[src/rtl/led_matrix_status_scanner_if.sv]
// Status-scanner bus: image/status in from the decoder, column/row drive out to the matrix.
interface led_matrix_status_scanner_if #(
  parameter int N_COLS   = 5,
  parameter int N_ROWS   = 7,
  parameter int STATUS_W = 2
);
  logic                       enable;
  logic [STATUS_W-1:0]        irrigation_status;
  logic [N_COLS*N_ROWS-1:0]   rows_status;
  logic [N_COLS-1:0]          col_sel;
  logic [N_ROWS-1:0]          row_out;
  logic                       frame_done;
  logic                       alert;

  modport master (
    output enable, irrigation_status, rows_status,
    input  col_sel, row_out, frame_done, alert
  );

  modport slave (
    input  enable, irrigation_status, rows_status,
    output col_sel, row_out, frame_done, alert
  );
endinterface

[src/rtl/led_matrix_status_scanner.sv]
// Column-scan LED matrix driver with a frame-latched shadow image and a blinking
// alert window that opens whenever the irrigation status code changes.
module led_matrix_status_scanner #(
  parameter int N_COLS       = 5,
  parameter int N_ROWS       = 7,
  parameter int STATUS_W     = 2,
  parameter int SCAN_DIV     = 1000,
  parameter int ALERT_FRAMES = 40,
  parameter int BLINK_FRAMES = 5,
  parameter int ROW_ACT_LOW  = 0,
  parameter int COL_ACT_LOW  = 0
) (
  input  logic                         clk,
  input  logic                         reset,
  led_matrix_status_scanner_if.slave   bus
);

  localparam int CW = $clog2(N_COLS);
  localparam int PW = $clog2(SCAN_DIV);
  localparam int AW = $clog2(ALERT_FRAMES + 1);
  localparam int BW = (BLINK_FRAMES > 1) ? $clog2(BLINK_FRAMES) : 1;

  localparam logic [PW-1:0]     PRE_MAX    = PW'(SCAN_DIV - 1);
  localparam logic [CW-1:0]     COL_MAX    = CW'(N_COLS - 1);
  localparam logic [AW-1:0]     ALERT_INIT = AW'(ALERT_FRAMES);
  localparam logic [BW-1:0]     BLINK_MAX  = BW'(BLINK_FRAMES - 1);
  localparam logic [N_COLS-1:0] COL_OFF    = (COL_ACT_LOW != 0) ? '1 : '0;
  localparam logic [N_ROWS-1:0] ROW_OFF    = (ROW_ACT_LOW != 0) ? '1 : '0;

  logic [PW-1:0]                   presc, presc_nxt;
  logic [CW-1:0]                   col_idx, col_nxt;
  logic [N_COLS-1:0][N_ROWS-1:0]   shadow, shadow_nxt;
  logic [AW-1:0]                   alert_cnt, alert_nxt;
  logic [BW-1:0]                   blink_cnt, blink_nxt;
  logic                            phase, phase_nxt;
  logic [STATUS_W-1:0]             status_q;

  logic                            tick, frame_end, blank;
  logic [N_COLS-1:0]               col_onehot;
  logic [N_ROWS-1:0]               rows_lit;

  logic [N_COLS-1:0]               col_sel_q;
  logic [N_ROWS-1:0]               row_out_q;
  logic                            frame_done_q, alert_q;

  always_comb begin
    presc_nxt  = presc;
    col_nxt    = col_idx;
    shadow_nxt = shadow;
    alert_nxt  = alert_cnt;
    blink_nxt  = blink_cnt;
    phase_nxt  = phase;

    tick      = bus.enable && (presc == PRE_MAX);
    frame_end = tick && (col_idx == COL_MAX);

    if (bus.enable) presc_nxt = tick ? '0 : presc + 1'b1;
    if (tick)       col_nxt   = (col_idx == COL_MAX) ? '0 : col_idx + 1'b1;
    if (frame_end)  shadow_nxt = bus.rows_status;

    // A status change restarts the alert even on a frame-end edge.
    if (status_q != bus.irrigation_status) begin
      alert_nxt = ALERT_INIT;
      blink_nxt = '0;
      phase_nxt = 1'b0;
    end else if (frame_end && (alert_cnt != '0)) begin
      alert_nxt = alert_cnt - 1'b1;
      if (blink_cnt == BLINK_MAX) begin
        blink_nxt = '0;
        phase_nxt = ~phase;
      end else begin
        blink_nxt = blink_cnt + 1'b1;
      end
      if (alert_nxt == '0) begin
        blink_nxt = '0;
        phase_nxt = 1'b0;
      end
    end

    // Drive from post-edge state so column and rows switch together.
    blank      = !bus.enable || ((alert_nxt != '0) && phase_nxt);
    col_onehot = '0;
    if (bus.enable) col_onehot[col_nxt] = 1'b1;
    rows_lit   = blank ? '0 : shadow_nxt[col_nxt];
  end

  always_ff @(posedge clk or posedge reset) begin
    if (reset) begin
      presc        <= '0;
      col_idx      <= '0;
      shadow       <= '0;
      alert_cnt    <= '0;
      blink_cnt    <= '0;
      phase        <= 1'b0;
      status_q     <= '0;
      col_sel_q    <= COL_OFF;
      row_out_q    <= ROW_OFF;
      frame_done_q <= 1'b0;
      alert_q      <= 1'b0;
    end else begin
      presc        <= presc_nxt;
      col_idx      <= col_nxt;
      shadow       <= shadow_nxt;
      alert_cnt    <= alert_nxt;
      blink_cnt    <= blink_nxt;
      phase        <= phase_nxt;
      status_q     <= bus.irrigation_status;
      col_sel_q    <= col_onehot ^ COL_OFF;
      row_out_q    <= rows_lit ^ ROW_OFF;
      frame_done_q <= frame_end;
      alert_q      <= (alert_nxt != '0);
    end
  end

  assign bus.col_sel    = col_sel_q;
  assign bus.row_out    = row_out_q;
  assign bus.frame_done = frame_done_q;
  assign bus.alert      = alert_q;

endmodule

[src/flat_wrapper.sv]
// flat-port wrapper written by rule: the top's interface ports become plain ports
module led_matrix_status_scanner_flat 
#(
  parameter int N_COLS       = 5,
  parameter int N_ROWS       = 7,
  parameter int STATUS_W     = 2,
  parameter int SCAN_DIV     = 1000,
  parameter int ALERT_FRAMES = 40,
  parameter int BLINK_FRAMES = 5,
  parameter int ROW_ACT_LOW  = 0,
  parameter int COL_ACT_LOW  = 0
)
  (clk, reset, bus_enable, bus_irrigation_status, bus_rows_status, bus_col_sel, bus_row_out, bus_frame_done, bus_alert);
  led_matrix_status_scanner_if #(.N_COLS(N_COLS), .N_ROWS(N_ROWS), .STATUS_W(STATUS_W)) bus_i ();
  input  logic clk;
  input  logic reset;
  input wire logic [$bits(bus_i.enable)-1:0] bus_enable;
  input wire logic [$bits(bus_i.irrigation_status)-1:0] bus_irrigation_status;
  input wire logic [$bits(bus_i.rows_status)-1:0] bus_rows_status;
  output wire logic [$bits(bus_i.col_sel)-1:0] bus_col_sel;
  output wire logic [$bits(bus_i.row_out)-1:0] bus_row_out;
  output wire logic [$bits(bus_i.frame_done)-1:0] bus_frame_done;
  output wire logic [$bits(bus_i.alert)-1:0] bus_alert;
  assign bus_i.enable = bus_enable;
  assign bus_i.irrigation_status = bus_irrigation_status;
  assign bus_i.rows_status = bus_rows_status;
  assign bus_col_sel = bus_i.col_sel;
  assign bus_row_out = bus_i.row_out;
  assign bus_frame_done = bus_i.frame_done;
  assign bus_alert = bus_i.alert;
  led_matrix_status_scanner #(.N_COLS(N_COLS), .N_ROWS(N_ROWS), .STATUS_W(STATUS_W), .SCAN_DIV(SCAN_DIV), .ALERT_FRAMES(ALERT_FRAMES), .BLINK_FRAMES(BLINK_FRAMES), .ROW_ACT_LOW(ROW_ACT_LOW), .COL_ACT_LOW(COL_ACT_LOW)) u_core (.clk(clk), .reset(reset), .bus(bus_i));
endmodule
[config.mk]
export PLATFORM = sky130hd
export DESIGN_NAME = led_matrix_status_scanner_flat
export DESIGN_NICKNAME = d
export VERILOG_FILES = /design/src/rtl/led_matrix_status_scanner_if.sv /design/src/rtl/led_matrix_status_scanner.sv /design/src/flat_wrapper.sv
export SDC_FILE = /design/constraint.sdc
export NUM_CORES = 1
export LEC_CHECK = 0
export ABC_CLOCK_PERIOD_IN_PS = 3500
export CORE_UTILIZATION = 50
export CTS_CLUSTER_DIAMETER = 50
export DETAILED_ROUTE_END_ITERATION = 7
export PLACE_DENSITY_LB_ADDON = 0.2
export SYNTH_ARGS = -nofsm -noshare
export SYNTH_HDL_FRONTEND = slang
export SYNTH_SLANG_ARGS = --single-unit
[constraint.sdc]
create_clock -name clk -period 3.5 [get_ports clk]
set_clock_uncertainty 0.1 [all_clocks]
set_input_delay 0.525 -clock clk [delete_from_list [all_inputs] [get_ports clk]]
set_output_delay 0.525 -clock clk [all_outputs]
set_load 0.1 [all_outputs]
### After elaboration in Yosys (flattened, before gate mapping)

Cells that the tools add are included.

| storage, ports and cells | value |
|---|---|
| output and inout port bits | 14 |
| flip-flop bits (word level) | 74 |
| input bits | 40 |

| operators by class | value |
|---|---|
| reductions and logical operators | 11 |
| equal/unequal tests | 4 |
| magnitude comparators | 2 |
| multiplexer cells | 20 |
| bitwise logic cells | 1 |
| $add $sub $neg | 4 |

Operators by type and width:

| cell | count |
|---|---|
| $mux 35 | 1 |
| $bmux 7 s3 | 1 |
| $mux 3 | 6 |
| $mux 7 | 2 |
| $mux 6 | 2 |
| $reduce_bool 6->1 | 2 |
| $add 10x1->10 const B | 1 |
| $eq 10x10->1 const B | 1 |
| $mux 10 | 1 |
| $add 3x1->3 const B | 2 |
| $eq 3x3->1 const B | 2 |
| $logic_not 6->1 | 1 |
| $sub 6x1->6 const B | 1 |
| $logic_and 1x1->1 | 5 |
| $mux 1 | 5 |
| $mux 5 | 1 |
| $lt 3x4->1 const B | 1 |
| $demux 1 s3 | 1 |
| $ge 3x1->1 const B | 1 |
| $ne 2x2->1 | 1 |
| $reduce_bool 2->1 | 1 |
| $logic_not 1->1 | 1 |
| $logic_or 1x1->1 | 1 |
| $not 1->1 | 1 |

### Logic depth before layout (Yosys ltp)

Gate-level depths: netlist (run 1).

| depth | value |
|---|---|
| depth after elaboration | 10 |
| depth in mapped cells | 11 |
| gate-level depth less buffers | 8 |

### Worst setup path before layout (run 1)

Ideal clock, no wire load.

| timing | value |
|---|---|
| kind | register -> register |
| start point | register u_core.col_idx[0] |
| end point | register u_core.row_out_q[4], in the netlist u_core.bus.row_out[4] |
| cell stages (with the launch flop) | 12 |
| arrival time | 2.636 ns |
| buffers on the path | 3 |
| slack | 0.670 ns |
| data required time | 3.306 ns |
| setup time | 0.094 ns |
| cell sequence | dfrtp_1 -> clkbuf_1 -> clkinv_1 -> ha_1 -> and2_1 -> and4_1 -> buf_6 -> buf_12 -> a31o_1 -> a221oi_4 -> nand4b_4 -> a221oi_2 |

| on the way | value |
|---|---|
| word-level cells in the longest chain between the ends | 9 |

RTL lines:

| what | RTL line | text |
|---|---|---|
| from (decl) | led_matrix_status_scanner.sv:31 | `logic [CW-1:0] col_idx, col_nxt;` |
| from (signal assigned) | led_matrix_status_scanner.sv:102 | `col_idx <= col_nxt;` |
| branches (longest 8 deep; another with $add 3x1->3) | -- |  |
| $mux 7 * | led_matrix_status_scanner.sv:84 | `rows_lit = blank ? '0 : shadow_nxt[col_nxt];` |
| named net u_core.rows_lit[4] | led_matrix_status_scanner.sv:40 | `logic [N_ROWS-1:0] rows_lit;` |
| to (signal assigned) | led_matrix_status_scanner.sv:109 | `row_out_q <= rows_lit ^ ROW_OFF;` |
| to (decl) | led_matrix_status_scanner.sv:43 | `logic [N_ROWS-1:0] row_out_q;` |

Mark *: on every way through the listed nets, which the timed path passes. The select of a mux whose other input is x is not followed.
A chain may end at the register's enable or synchronous reset.

### Worst setup path in the final report (run 1)

| timing | value |
|---|---|
| start point | register u_core.col_idx[0] |
| end point | register u_core.row_out_q[5], in the netlist u_core.bus.row_out[5] |

The elaborated chain is that of the path after synthesis.

==> metrics, run 1 <==
status=finished with violations; failing checks=design-rule violations; area post-placement=0.00460 mm2; number of placed instances, taps included=563; Die Width=91.1 um; worst min path class=register to register; maximum buffer depth of the clock tree=2; Post-synth ARST share=1.00; Diodes inserted=0; synthesized-area fraction occupied by adder cells=0.0252; post-synthesis compound-gate area fraction=0.143; H-tree depth=3; gr usage total=0.232; initial cell density of the core=0.516; Top Usage Layer GRT=met2; Data arrival, critical path=3050 ps; Vias/cell=5.67; drt wl/cell=15.5 um; GR Layer Usage met3=0.0436; clock-pin transition on the worst setup and hold timing paths=80 ps; Ys Warns=0; Post-synth EDFFs=0; Hold Crit Depth=2; core footprint=0.00769 mm2; # resized after CTS=0; CP Data Required Time=3610 ps; Layout Cells excl Fill=579; fin crit period=2940 ps; Die Span Y=91.1 um; RD Place Congestion=0.794; FP Rows=32; DRC viols=1; Non-Filler Cell Area, Final=0.00479 mm2; Leak=2.09 nW; number of fill cells=648; largest family of logic cells by synthesized area=simple AND/OR/NAND/NOR gates; RR Endpoint=u_core.bus.row_out[5]; Slew HR=0.347; CTS Hold Bufs=0; first-pass GRT wire length=15300 um; Layout Nets=520; HP Start=u_core.shadow[32]; postcts setup bufs=0; Cell Area, Synth=0.00397 mm2; post-route setup TNS=0 ps; initial antenna violation count=0; sequential area share after synthesis=0.467; P per Cell Area=364 mW/mm2; reg2reg start=u_core.col_idx[0]; Routed Wire Length=8980 um; Cells after Synth=418; Fin. Hold Viols=0; R2R cell count=10; CTS Sinks=74; critical path class=register to register; vias in the first global route=3138; fmax=340 MHz; grt total ovfl=0; Synth Flop Type=dfrtp_1; CP Launch Type=register; I/O Buffers=53; Skew-Pair Late Insertion Delay=340 ps; Syn Nets=466; initial DRC count=188; hpwl dp=6500 um; drt pass-1 iters=6; Pwr Total=1.75 mW; Final Max Tran Viols=0; CP Capture Type=register; TritonCTS clock tree=yes; Post-synth top cells=nand2_1 (115), dfrtp_1 (74), nor2_1 (24), mux2i_1 (17), o221ai_1 (13); grt met2 use=0.364; most common cell in the netlist=nand2_1; I/O pins=54; root buf cell=clkbuf_8; routing usage on met1=0.322; RSZ-0062 raised after global routing=false; Worst Hold Path EP=u_core.shadow[32]; Num CTS Buffers=9; CP Launch Point=u_core.col_idx[0]; Peak VDD IR=0.000181 V; Setup Viol. Count Final=0; Layout area overhead=20.8%; share of layout cells above drive strength 1=0.0985; Worst Tran Pin Value=977 ps; Post-DRT Antenna Nets=0; Critical Path Fanout Max=16; synth unique cells=55; Synth Area in Simple Gates=0.234; largest net degree at the start of global routing=40; FF+latch count, synth=74; Max-Cap Viols=0; fin crit share=0.840; post-synthesis average cell area=9.49 um2; Synth Area in XOR/XNOR=0.0221; synth top area cells=dfrtp_1 (47%), nand2_1 (11%), mux2i_1 (4.3%); top cell type by total area after synthesis=dfrtp_1; Reg2Reg Setup Slack=560 ps; post-synthesis mux area share=0.0656; via count=3284; Yosys top cell area share=0.467; die area=0.00829 mm2
-- critical path, stage by stage (launching register included) --
cell	delay (ps)
dfrtp_1	330
buf_4	170
clkinv_1	220
ha_1	320
nand2_1	80
buf_4	210
nand4_1	500
o221ai_1	380
a211oi_1	140
a221oi_1	270
a211oi_1	90
-- per-layer routing --
layer / share of wire / routed length [um]
met5: 0 / 0
met3: 0.053 / 476
met2: 0.48 / 4310
met1: 0.45 / 4070
met4: 0.014 / 125
-- metrics by stage --
stage	hold slack, ps	utilization	worst slack (ps)
after global placement	361	0.599	598
final	398	0.623	558
after CTS	394	0.623	619
after detailed placement	378	0.599	468
after floorplan	334	-	670
after global routing	426	0.623	268
-- layout make-up --
| type | count | area (um2) | area share |
|---|---|---|---|
| clock buffers | 12 | 165 | 0.0345 |
| clock inverters | 4 | 25.0 | 0.00522 |
| inverters | 11 | 41.3 | 0.00862 |
| multi-input cells | 312 | 1940 | 0.405 |
| flip-flops and latches | 74 | 1850 | 0.386 |
| well taps | 102 | 128 | 0.0266 |
| repair buffers | 64 | 638 | 0.133 |
-- state kept, by name (all words and copies together) (netlist names) --
| name | count |
|---|---|
| u_core.bus.frame_done | 1 |
| u_core.status_q | 2 |
| u_core.bus.col_sel | 5 |
| u_core.alert_cnt | 6 |
| u_core.presc | 10 |
| u_core.shadow | 35 |
| u_core.bus.row_out | 7 |
| u_core.bus.alert | 1 |
| u_core.phase | 1 |
| u_core.col_idx | 3 |
| u_core.blink_cnt | 3 |
-- kinds of logic after synthesis --
logic type,Yosys count
AOI/OAI and AO/OA,75
xor gates and xnor gates,10
adders and majority gates,8
buffers and inverters,32
DFF,74
muxes,25
and+or+nand+nor,194
-- worst max path at each step --
stage / endpoint / slack (ps) / depth (start not counted)
detailed placement: u_core.bus.row_out[4] / 470 / 8
global route: u_core.bus.row_out[5] / 270 / 10
finish: u_core.bus.row_out[5] / 560 / 10
floorplan: u_core.bus.row_out[4] / 670 / 11
global placement: u_core.bus.row_out[2] / 600 / 8
CTS: u_core.bus.row_out[5] / 620 / 10
-- cell usage in the layout (no fill, tap or decap), types with 3 or more instances in the layout --
cell               n
nand2_1          115
dfrtp_1           74
clkdlybuf4s50_1   53
nor2_1            24
mux2i_1           17
o221ai_1          13
a211oi_1          12
clkbuf_8          12
nand3_1           11
o21ai_0           11
nor2b_1            9
a21oi_1            9
buf_4              9
inv_1              8
mux2_2             8
ha_1               8
xnor2_1            7
o211ai_1           7
a221oi_1           7
and3_1             5
nor3_1             4
nand4_1            4
nor3b_1            3
or3_1              3
xor2_1             3
-- power by group --
part	internal (mW)	leakage, nW	switching, mW
clock network	0.313	0.0944	0.313
logic	0.0921	0.998	0.0843
registers	0.891	0.996	0.0525
Power figures use the tool's default switching activity.
==> inputs of run 2 (changes only) <==
ABC_CLOCK_PERIOD_IN_PS = 3050   (was 3500)
clock period = 3.05 ns   (was 3.5 ns; I/O delays follow)
==> metrics, run 2 (synthesized netlist as in run 1, its figures left out) <==
initial antenna violation count=0 (unchanged); vias in the first global route=3163 (+0.80%); RSZ-0062 raised after global routing=false; first-pass GRT wire length=15500 um (+1.4%); most frequent cells in the layout=nand2_1 (115), dfrtp_1 (74), clkdlybuf4s50_1 (39), buf_4 (32), nor2_1 (24); I/O Buffers=53 (unchanged); Critical Path Fanout Max=8 (-8); utilization after layout=0.634 (+0.0104); Most flops, register=u_core.shadow; CP Launch Type=register; RD Place Congestion=0.862 (+8.5%); Num CTS Buffers=9 (unchanged); CTS Sinks=74 (unchanged); RR Endpoint=u_core.bus.row_out[4]; HP Start=u_core.shadow[31]; Routed Wire Length=9240 um (+2.9%); Worst Tran Pin Value=698 ps (-279 ps); CTS Hold Bufs=0 (unchanged); max reg flops=35 (unchanged); FP Rows=32 (unchanged); hpwl dp=6660 um (+2.5%); via count=3269 (-0.46%); R2R cell count=8 (-2); Die Span Y=91.1 um (unchanged); maximum buffer depth of the clock tree=2 (unchanged); initial DRC count=203 (+8.0%); I/O pins=54 (unchanged); postcts setup bufs=0 (unchanged); Final Max Tran Viols=0 (unchanged); status=complete, no violations; root buf cell=clkbuf_8; clock-pin transition on the worst setup and hold timing paths=80 ps (about the same); DRC viols=0 (-1); reg2reg start=u_core.alert_cnt[0]; P per Cell Area=447 mW/mm2 (+23%); Diodes inserted=0 (unchanged); Peak VDD IR=0.000319 V (+76%); Hold Crit Depth=1 (-1); Reg2Reg Setup Slack=530 ps (-30 ps); critical path class=register to register; TritonCTS clock tree=yes; H-tree depth=3 (unchanged); grt total ovfl=0 (unchanged); drt pass-1 iters=4 (-2); fin crit share=0.826 (-0.0142); fin crit period=2520 ps (-422 ps); Setup Viol. Count Final=0 (unchanged); # resized after CTS=0 (unchanged); Data arrival, critical path=2670 ps (-380 ps); Slew HR=0.534 (+0.187); worst min path class=register to register; post-route setup TNS=0 ps (unchanged); Leak=2.18 nW (+4.2%); Worst Hold Path EP=u_core.shadow[31]; CP Data Required Time=3200 ps (-410 ps); Fin. Hold Viols=0 (unchanged); die area=0.00829 mm2 (unchanged); Vias/cell=5.56 (-2.0%); Layout Nets=529 (+1.7%); CP Capture Type=register; worst hold slack=398 ps (+0.265 ps); Skew-Pair Late Insertion Delay=350 ps (about the same); Max-Cap Viols=0 (unchanged); Post-DRT Antenna Nets=0 (unchanged); commonest non-fill, non-tap cell in the layout=nand2_1; initial cell density of the core=0.516 (unchanged); fmax=397 MHz (+17%); Die Width=91.1 um (unchanged); core footprint=0.00769 mm2 (unchanged); Layout area overhead=22.8%; share of layout cells above drive strength 1=0.144 (+0.0455); drt wl/cell=15.7 um (+1.3%); gr usage total=0.239 (+0.00714); largest net degree at the start of global routing=36 (-10%)
==> run 2: worst max-delay path by stage <==
stage | end | slack, ps | cells past startpoint | startpoint
after global placement | u_core.bus.row_out[5] | 260 | 8 | bus_enable
after detailed placement | u_core.bus.row_out[5] | 230 | 8 | bus_enable
after floorplan | u_core.bus.row_out[4] | 220 | 11 | u_core.col_idx[0]
final | u_core.bus.row_out[4] | 530 | 8 | u_core.alert_cnt[0]
after global routing | u_core.bus.row_out[6] | 340 | 9 | u_core.col_idx[1]
after CTS | u_core.bus.row_out[5] | 540 | 9 | u_core.col_idx[1]
==> run 2: stage by stage <==
stage               setup WS, ps  std cells  cell area [um2]  power [mW]
global placement             256        572             4630        1.30
finish                       530        588             4870        2.18
CTS                          540        588             4870        2.19
global route                 336        588             4870        2.26
floorplan                    220        418             3970        1.21
detailed placement           227        572             4630        1.30
==> run 2: final cells by class <==
type,instances,area [um2]
clock buffer,12,165
clock inverter,4,72.6
fill,661,2820
inverter,11,41.3
multi-input combinational,312,1940
sequential,74,1850
tap,102,128
timing repair buffer,73,671
==> run 2: per-layer routing <==
metal	vias to the layer above	global-route usage	part of all wire
met2	87	0.392	0.49
met3	8	0.0327	0.038
li1	1597	-	-
met5	-	0	0
met4	0	0.0833	0.0094
met1	1577	0.325	0.46
==> run 2: critical path, cell delays in order, from the launching register on <==
cell,delay (ps)
dfrtp_1,460
inv_1,120
ha_1,270
or2_2,300
o21a_1,170
o31ai_1,410
a21o_1,160
a21oi_2,130
a221oi_2,300
==> run 2: report_power, final <==
| part | switching (mW) | internal, mW | total [mW] | leakage, nW |
|---|---|---|---|---|
| sequential | 0.0546 | 1.02 | 1.08 | 0.996 |
| clock | 0.375 | 0.527 | 0.901 | 0.119 |
| combinational | 0.0953 | 0.106 | 0.201 | 1.06 |
